### config.mk
export PLATFORM = sky130hd
export DESIGN_NAME = hdmi_tmds_decode
export DESIGN_NICKNAME = d
export VERILOG_FILES = /design/src/rtl/hdmi_tmds_decode.sv
export SDC_FILE = /design/constraint.sdc
export NUM_CORES = 1
export LEC_CHECK = 0
export ABC_CLOCK_PERIOD_IN_PS = 5000
export CAP_MARGIN = 20
export CORE_MARGIN = 8
export CORE_UTILIZATION = 44
export DETAILED_ROUTE_END_ITERATION = 6
export PLACE_DENSITY = 0.81
export SLEW_MARGIN = 30
export SYNTH_ARGS = -nofsm -noshare
export SYNTH_HDL_FRONTEND = slang
export SYNTH_SLANG_ARGS = --single-unit
### constraint.sdc
create_clock -name i_clk -period 5 [get_ports i_clk]
set_clock_uncertainty 0.1 [all_clocks]
set_input_delay 1 -clock i_clk [delete_from_list [all_inputs] [get_ports i_clk]]
set_output_delay 1 -clock i_clk [all_outputs]
set_load 0.05 [all_outputs]
### src/rtl/hdmi_tmds_decode.sv
// One TMDS channel decoder: classifies aligned 10-bit symbols, tracks the
// control-run / guard-band preamble and emits decoded video bytes one clock later.
module hdmi_tmds_decode #(
  parameter logic [3:0] MIN_CTL = 4'd8,
  parameter logic [9:0] GUARD   = 10'h2cc
) (
  input  logic        i_clk,
  input  logic        i_reset_n,
  input  logic [4:0]  i_sync,
  input  logic [9:0]  i_pix,
  output logic        o_valid,
  output logic [1:0]  o_type,
  output logic [1:0]  o_ctl,
  output logic [7:0]  o_data,
  output logic        o_de,
  output logic        o_err,
  output logic [15:0] o_err_count
);

  localparam logic [1:0] T_CTL = 2'b00;
  localparam logic [1:0] T_GRD = 2'b01;
  localparam logic [1:0] T_VID = 2'b10;
  localparam logic [1:0] T_INV = 2'b11;

  typedef enum logic [1:0] {NOSYNC, CTRL, GUARD1, VIDEO} state_t;

  state_t      state, state_nxt;
  logic [3:0]  run, run_nxt;
  logic        valid_nxt, de_nxt, err_nxt;
  logic [1:0]  type_nxt, ctl_nxt, ctl_sym;
  logic [7:0]  data_nxt;
  logic [15:0] err_count_nxt;
  logic        is_ctl, is_guard;
  logic        sync_offset_unused;

  // The aligner's bit offset is consumed upstream; only its valid flag matters here.
  assign sync_offset_unused = ^i_sync[3:0];

  function automatic logic [7:0] tmds_video(input logic [9:0] q);
    logic [7:0] dp;
    logic [7:0] d;
    dp   = q[9] ? ~q[7:0] : q[7:0];
    d    = '0;
    d[0] = dp[0];
    for (int i = 1; i < 8; i++)
      d[i] = q[8] ? (dp[i] ^ dp[i-1]) : ~(dp[i] ^ dp[i-1]);
    return d;
  endfunction

  function automatic logic [3:0] run_inc(input logic [3:0] r);
    return (r == 4'hf) ? r : r + 4'd1;
  endfunction

  function automatic logic [15:0] cnt_sat(input logic [15:0] c, input logic inc);
    return (inc && c != 16'hffff) ? c + 16'd1 : c;
  endfunction

  always_comb begin
    is_ctl  = 1'b1;
    ctl_sym = 2'b00;
    case (i_pix)
      10'h354: ctl_sym = 2'b00;
      10'h0ab: ctl_sym = 2'b01;
      10'h154: ctl_sym = 2'b10;
      10'h2ab: ctl_sym = 2'b11;
      default: is_ctl  = 1'b0;
    endcase
  end

  assign is_guard = (i_pix == GUARD);

  always_comb begin
    state_nxt = state;
    run_nxt   = run;
    valid_nxt = 1'b1;
    type_nxt  = T_INV;
    ctl_nxt   = o_ctl;
    data_nxt  = o_data;
    de_nxt    = 1'b0;
    err_nxt   = 1'b0;
    if (!i_sync[4]) begin
      state_nxt = NOSYNC;
      run_nxt   = '0;
      valid_nxt = 1'b0;
    end else begin
      case (state)
        NOSYNC: begin
          if (is_ctl) begin
            state_nxt = CTRL;
            run_nxt   = 4'd1;
            type_nxt  = T_CTL;
            ctl_nxt   = ctl_sym;
          end else begin
            valid_nxt = 1'b0;
          end
        end
        CTRL: begin
          if (is_ctl) begin
            run_nxt  = run_inc(run);
            type_nxt = T_CTL;
            ctl_nxt  = ctl_sym;
          end else if (is_guard && run >= MIN_CTL) begin
            state_nxt = GUARD1;
            type_nxt  = T_GRD;
          end else begin
            err_nxt = 1'b1;
            run_nxt = '0;
          end
        end
        GUARD1: begin
          if (is_guard) begin
            state_nxt = VIDEO;
            type_nxt  = T_GRD;
          end else begin
            state_nxt = CTRL;
            run_nxt   = '0;
            err_nxt   = 1'b1;
          end
        end
        VIDEO: begin
          // A guard symbol inside the video period is ordinary pixel data.
          if (is_ctl) begin
            state_nxt = CTRL;
            run_nxt   = 4'd1;
            type_nxt  = T_CTL;
            ctl_nxt   = ctl_sym;
          end else begin
            type_nxt = T_VID;
            data_nxt = tmds_video(i_pix);
            de_nxt   = 1'b1;
          end
        end
        default: state_nxt = NOSYNC;
      endcase
    end
    err_count_nxt = cnt_sat(o_err_count, err_nxt);
  end

  // Output stage: every field registered one clock after its input symbol.
  always_ff @(posedge i_clk or negedge i_reset_n) begin
    if (!i_reset_n) begin
      state       <= NOSYNC;
      run         <= '0;
      o_valid     <= 1'b0;
      o_type      <= T_INV;
      o_ctl       <= '0;
      o_data      <= '0;
      o_de        <= 1'b0;
      o_err       <= 1'b0;
      o_err_count <= '0;
    end else begin
      state       <= state_nxt;
      run         <= run_nxt;
      o_valid     <= valid_nxt;
      o_type      <= type_nxt;
      o_ctl       <= ctl_nxt;
      o_data      <= data_nxt;
      o_de        <= de_nxt;
      o_err       <= err_nxt;
      o_err_count <= err_count_nxt;
    end
  end

endmodule
* Yosys cells after proc, flatten, opt, wreduce, memory -nomap -nowiden *
Cells that the tools add are included.

storage, ports and cells
  logic and storage cells = 95
  output and inout bits = 31
  bits in registers = 37
  input port bits = 17

operators by class
  muxes and demuxes = 41
  order comparisons = 1
  eq/ne operators = 16
  reduce and logical (&&, ||, !) cells = 10
  bitwise operators = 16
  $add $sub $neg = 2

operators by type and width
  kind                                             count
  == test 10 bit (second input constant)           3
  2-to-1 mux 4 bit                                 6
  2-to-1 mux 2 bit                                 11
  2-to-1 mux 1 bit                                 18
  adder 16 x 1 -> 16 bit (second input constant)   1
  != test 16 bit (second input constant)           1
  one-hot mux 2 bit (3 select lines)               2
  one-hot mux 4 bit (3 select lines)               1
  == test 10 x 8 -> 1 bit (second input constant)  1
  == test 10 x 9 -> 1 bit (second input constant)  1
  != test 3 bit (second input constant)            3
  AND reduction 3 bit                              3
  2-to-1 mux 8 bit                                 1
  != test 4 bit (second input constant)            2
  NOT 1 bit                                        8
  NOT 8 bit                                        1
  one-hot mux 2 bit (4 select lines)               1
  XOR 1 bit                                        7
  adder 4 x 1 -> 4 bit (second input constant)     1
  == test 2 bit (second input constant)            2
  == test 4 bit (second input constant)            1
  >= comparator 4 bit (second input constant)      1
  AND reduction 4 bit                              1
  OR reduction 4 bit                               1
  other kinds (7)                                  8

* Longest topological paths before layout *
  word-level depth = 7
  mapped depth = 8
  mapped depth without buffers = 7

* Least setup slack after synthesis *
Ideal clock, no wire load.

  path kind = input to register
  start point = input port i_pix[8]
  end point = register o_err_count[14]
  buffers on the path = 1
  cell stages on the path = 6
  data arrival time = 2.511 ns
  data required time = 4.772 ns
  library setup time = 0.128 ns
  slack = 2.261 ns
  cells stage by stage = buf_4 and4bb_4 and3_4 o31a_4 nor4_2 mux2_1

on the way
  word-level cells in the longest chain between the ends = 7
  elaborated cells between the ends (all ways) = 14
  those cells by class = eq/ne: 5; mux: 6; reduce/logical: 3

RTL lines
  what                                                                      RTL line  RTL
  from (decl)                                                               10        input logic [9:0] i_pix,
  == test 10 bit (tied with other cells)                                    61        case (i_pix)
  OR reduction 4 bit (no source line) or logical AND 1 bit (tied branches)  --
  2-to-1 mux 1 bit, on equally long branches                                61, 102
  2-to-1 mux 1 bit                                                          98        if (is_ctl) begin
  one-hot mux 1 bit (2 select lines) *                                      86        case (state)
  2-to-1 mux 1 bit *                                                        81        if (!i_sync[4]) begin
  logical AND 1 bit *                                                       55        return (inc && c != 16'hffff) ? c + 16'd1 : c;
  to (signal assigned)                                                      160       o_err_count <= err_count_nxt;
  to (decl)                                                                 17        output logic [15:0] o_err_count

Every way passes the cells marked *; elsewhere a longest branch is shown, timed or not.
A chain may end at the register's enable or synchronous reset.

* Worst setup path in the final report *
  start point = input port i_pix[8]
  end point = register o_data[6]

on the way
  word-level cells in the longest chain between the ends = 5
  elaborated cells between the ends (all ways) = 9
  those cells by class = eq/ne: 4; mux: 2; bitwise: 1; reduce/logical: 2

RTL lines
  what                                    RTL line  RTL
  == test 10 bit (tied with other cells)  61
  OR reduction 4 bit (no source line)     --
  2-to-1 mux 1 bit                        61
  NOT 1 bit (no source line)              --
  AND reduction 3 bit (no source line)    --
  to (signal assigned)                    157       o_data <= data_nxt;
  to (decl)                               14        output logic [7:0] o_data,

Parallel ways exist; a longest one is shown, timed or not.

==> results.json <==
{
  "seq_power_share_pct": 36.5,
  "fin_nets": 265,
  "report.final.slew_viol_count": 0,
  "drive_above_1_share_pct": 16.3,
  "critPathTopFamily": "simple AND/OR/NAND/NOR gates",
  "post_cts.repair.setup_buffers": 0,
  "min_delay_path_depth": 1,
  "clkLatencyLatePin_ns": 0.29,
  "p_int_w": 0.000623,
  "io_pins": 48,
  "port_buffers": 43,
  "p_per_area_mw_per_mm2": 392,
  "maxCapViolations": 0,
  "min_path_type": "reg2reg",
  "end_kind": "flip-flop",
  "die_area_mm2": 0.00749,
  "fmax_mhz": 313,
  "required_ns": 5.07,
  "coreArea_mm2": 0.00475,
  "fin_tns_setup_ns": 0,
  "final_cell_area_mm2": 0.00275,
  "ys_ff_latch": 37,
  "cts_hold_buf": 0,
  "clock_power_share_pct": 18.7,
  "ys.flop_type": "dfrtp_1",
  "post-route-min-period_ns": 3.20,
  "r2r-end": "o_err_count[14]",
  "syn_area_mm2": 0.00219,
  "cts-root-buf": "clkbuf_8",
  "holdCritStartpoint": "o_data[3]",
  "cts.repair.resized": 0,
  "drc": 0,
  "syn-num-nets": 219,
  "h-tree-depth": 2,
  "path_clk_slew_ns": 0.07,
  "rsz0062_at_grt": "no",
  "drt-total-wl_um": 4270,
  "vdd_drop_max_uv": 197,
  "cts_tree": "done",
  "die_w_um": 86.5,
  "status": "completed",
  "crit_chain": "clkdlybuf4s50_1, and4bb_4, and3_4, nor2_2, and3_1, mux2_2",
  "post-route-period-util_pct": 63.9,
  "place_hpwl_um": 3220,
  "p_leak_nw": 1.17,
  "reg2reg_from": "state[1]",
  "grtUsageTotal_pct": 12.0,
  "viasPerCell": 5.20,
  "criticalPathCategory": "in2reg",
  "wire_per_inst_um": 13.9,
  "initial_core_util_pct": 46.1,
  "clock_path_buffers": 2,
  "antenna_found_initial": 0,
  "fp-row-count": 25,
  "yosysWarningCount": 0,
  "num_antenna_cells": 0,
  "max_stage_delay_ns": 0.67,
  "worst_hold_path.endpoint": "o_data[3]",
  "p_switching_w": 0.000455,
  "drt_iter0_markers": 57,
  "r2r_slack_ns": 2.58,
  "slew_headroom_pct": 46.9,
  "arrival_ns": 3.27,
  "ff2ff_path_depth": 7,
  "slowest_stage": "clkdlybuf4s50_1",
  "final_util_pct": 57.8,
  "vias": 1596,
  "dr.pass1.iters": 4,
  "fillers": 435,
  "placed_area_mm2": 0.00267,
  "grt_pass1_vias": 1532,
  "numCtsBuffers": 5,
  "ys_types": 51,
  "grt_first_pass_wirelength_um": 7250,
  "place_congestion": 0.823,
  "tightest_slew_ns": 0.796,
  "crit_fanout": 9,
  "p_total_w": 0.00108,
  "netlist_instances": 193,
  "crit_cells": 6,
  "seq_area_frac_synth_pct": 42.4,
  "syn_avg_cell_area_um2": 11.3,
  "grt_max_degree": 38,
  "ys_async_sr_fraction_pct": 100,
  "grt_overflow": 0,
  "drtAntennaViolNets": 0,
  "crit_buf_inv": 1,
  "cts_sinks": 37,
  "comb_power_share_pct": 44.8,
  "setup_violations": 0,
  "start_kind": "input port",
  "die_h_um": 86.5,
  "syn_to_final_growth_pct": 25.5,
  "hold_viol": 0,
  "swShare_pct": 42.2,
  "synth_edf_count": 0,
  "final_cells": 307,
  "dp.cells": 299
}
[cell usage after synthesis, drive strengths merged, types with 5 or more instances]
| cell type | instances | area share, % |
|---|---|---|
| nor2 | 8 | 1.5 |
| mux2 | 13 | 6.7 |
| nor3 | 9 | 3.9 |
| dfrtp | 35 | 40 |
| nand3 | 9 | 2.1 |
| xnor2 | 8 | 3.2 |
| inv | 8 | 1.4 |
| and3 | 5 | 1.9 |
| xor2 | 19 | 7.6 |
| nand2 | 11 | 1.9 |
| ha | 9 | 5.1 |
[cells by family after synthesis]
family	count (synthesis)	share of synthesized area (%)
simple gates	68	22.3
flops	37	42.4
compound gates	27	9.71
xor+xnor	27	10.8
mux	13	6.69
buf+inv	12	2.91
fa+ha+maj	9	5.14
[power groups by stage]
stage / registers, W / logic, W / clock network, W
finish: 0.000393 / 0.000483 / 0.000201
detailed placement: 0.000399 / 0.000489 / 0
global route: 0.000402 / 0.000518 / 0.000222
global placement: 0.000397 / 0.000486 / 0
floorplan: 0.000563 / 0.000177 / 0
CTS: 0.000394 / 0.000490 / 0.000209
[placed cells by master (no fill, tap or decap), types with 2 or more instances in the layout]
cell	n
o21ai_0	4
mux2_1	6
clkbuf_8	5
nand3_1	9
and4_1	2
nand2_1	11
clkdlybuf4s50_1	42
nand4_1	4
o211ai_1	2
a21boi_0	2
xnor2_1	8
nor3_2	8
and2_1	3
dfrtp_1	35
ha_1	9
nor4_2	2
inv_1	8
nor3b_2	3
nand2b_1	3
and3_4	2
mux2_2	7
xor2_1	19
nor2_1	7
a31o_1	2
clkinv_2	2
dfstp_2	2
a21oi_1	3
and3_1	3
o21a_1	2
o31ai_1	2
[stage by stage]
step	setup slack (ns)	hold WS, ns
6_report	1.80	0.386
5_1_grt	1.73	0.406
4_1_cts	1.81	0.391
3_5_place_dp	1.50	0.375
3_3_place_gp	1.49	0.368
2_1_floorplan	2.26	0.450
[routing by layer]
layer	track usage [%]	up-vias	share of wire (%)
met4	6.10	0	1.9
li1	-	783	-
met5	0	-	0
met3	2.65	7	4.5
met2	20.1	24	49
met1	14.2	782	44
[state kept, by name, indices dropped and copies added, names as in the netlist]
name,cells
o_ctl,2
o_data,8
o_de,1
o_err,1
o_err_count,16
o_type,2
o_valid,1
run,4
state,2
[layout make-up]
cell class	instances	area (um^2)	area share, %
Multi-Input combinational cell	144	1200	43.6
Sequential cell	37	928	33.8
Timing Repair Buffer	43	425	15.5
Tap cell	67	83.8	3.05
Clock buffer	6	72.6	2.64
Inverter	8	30.0	1.09
Clock inverter	2	10.0	0.364
[how the worst max path moves through the flow]
stage / from / end / slack [ns]
floorplan: i_pix[8] / o_err_count[14] / 2.26
global placement: i_pix[8] / o_data[6] / 1.49
detailed placement: i_pix[8] / o_data[6] / 1.50
CTS: i_pix[8] / o_data[1] / 1.81
global route: i_pix[8] / o_data[6] / 1.73
finish: i_pix[8] / o_data[6] / 1.80
No activity file was read; power rests on OpenSTA's default activity.
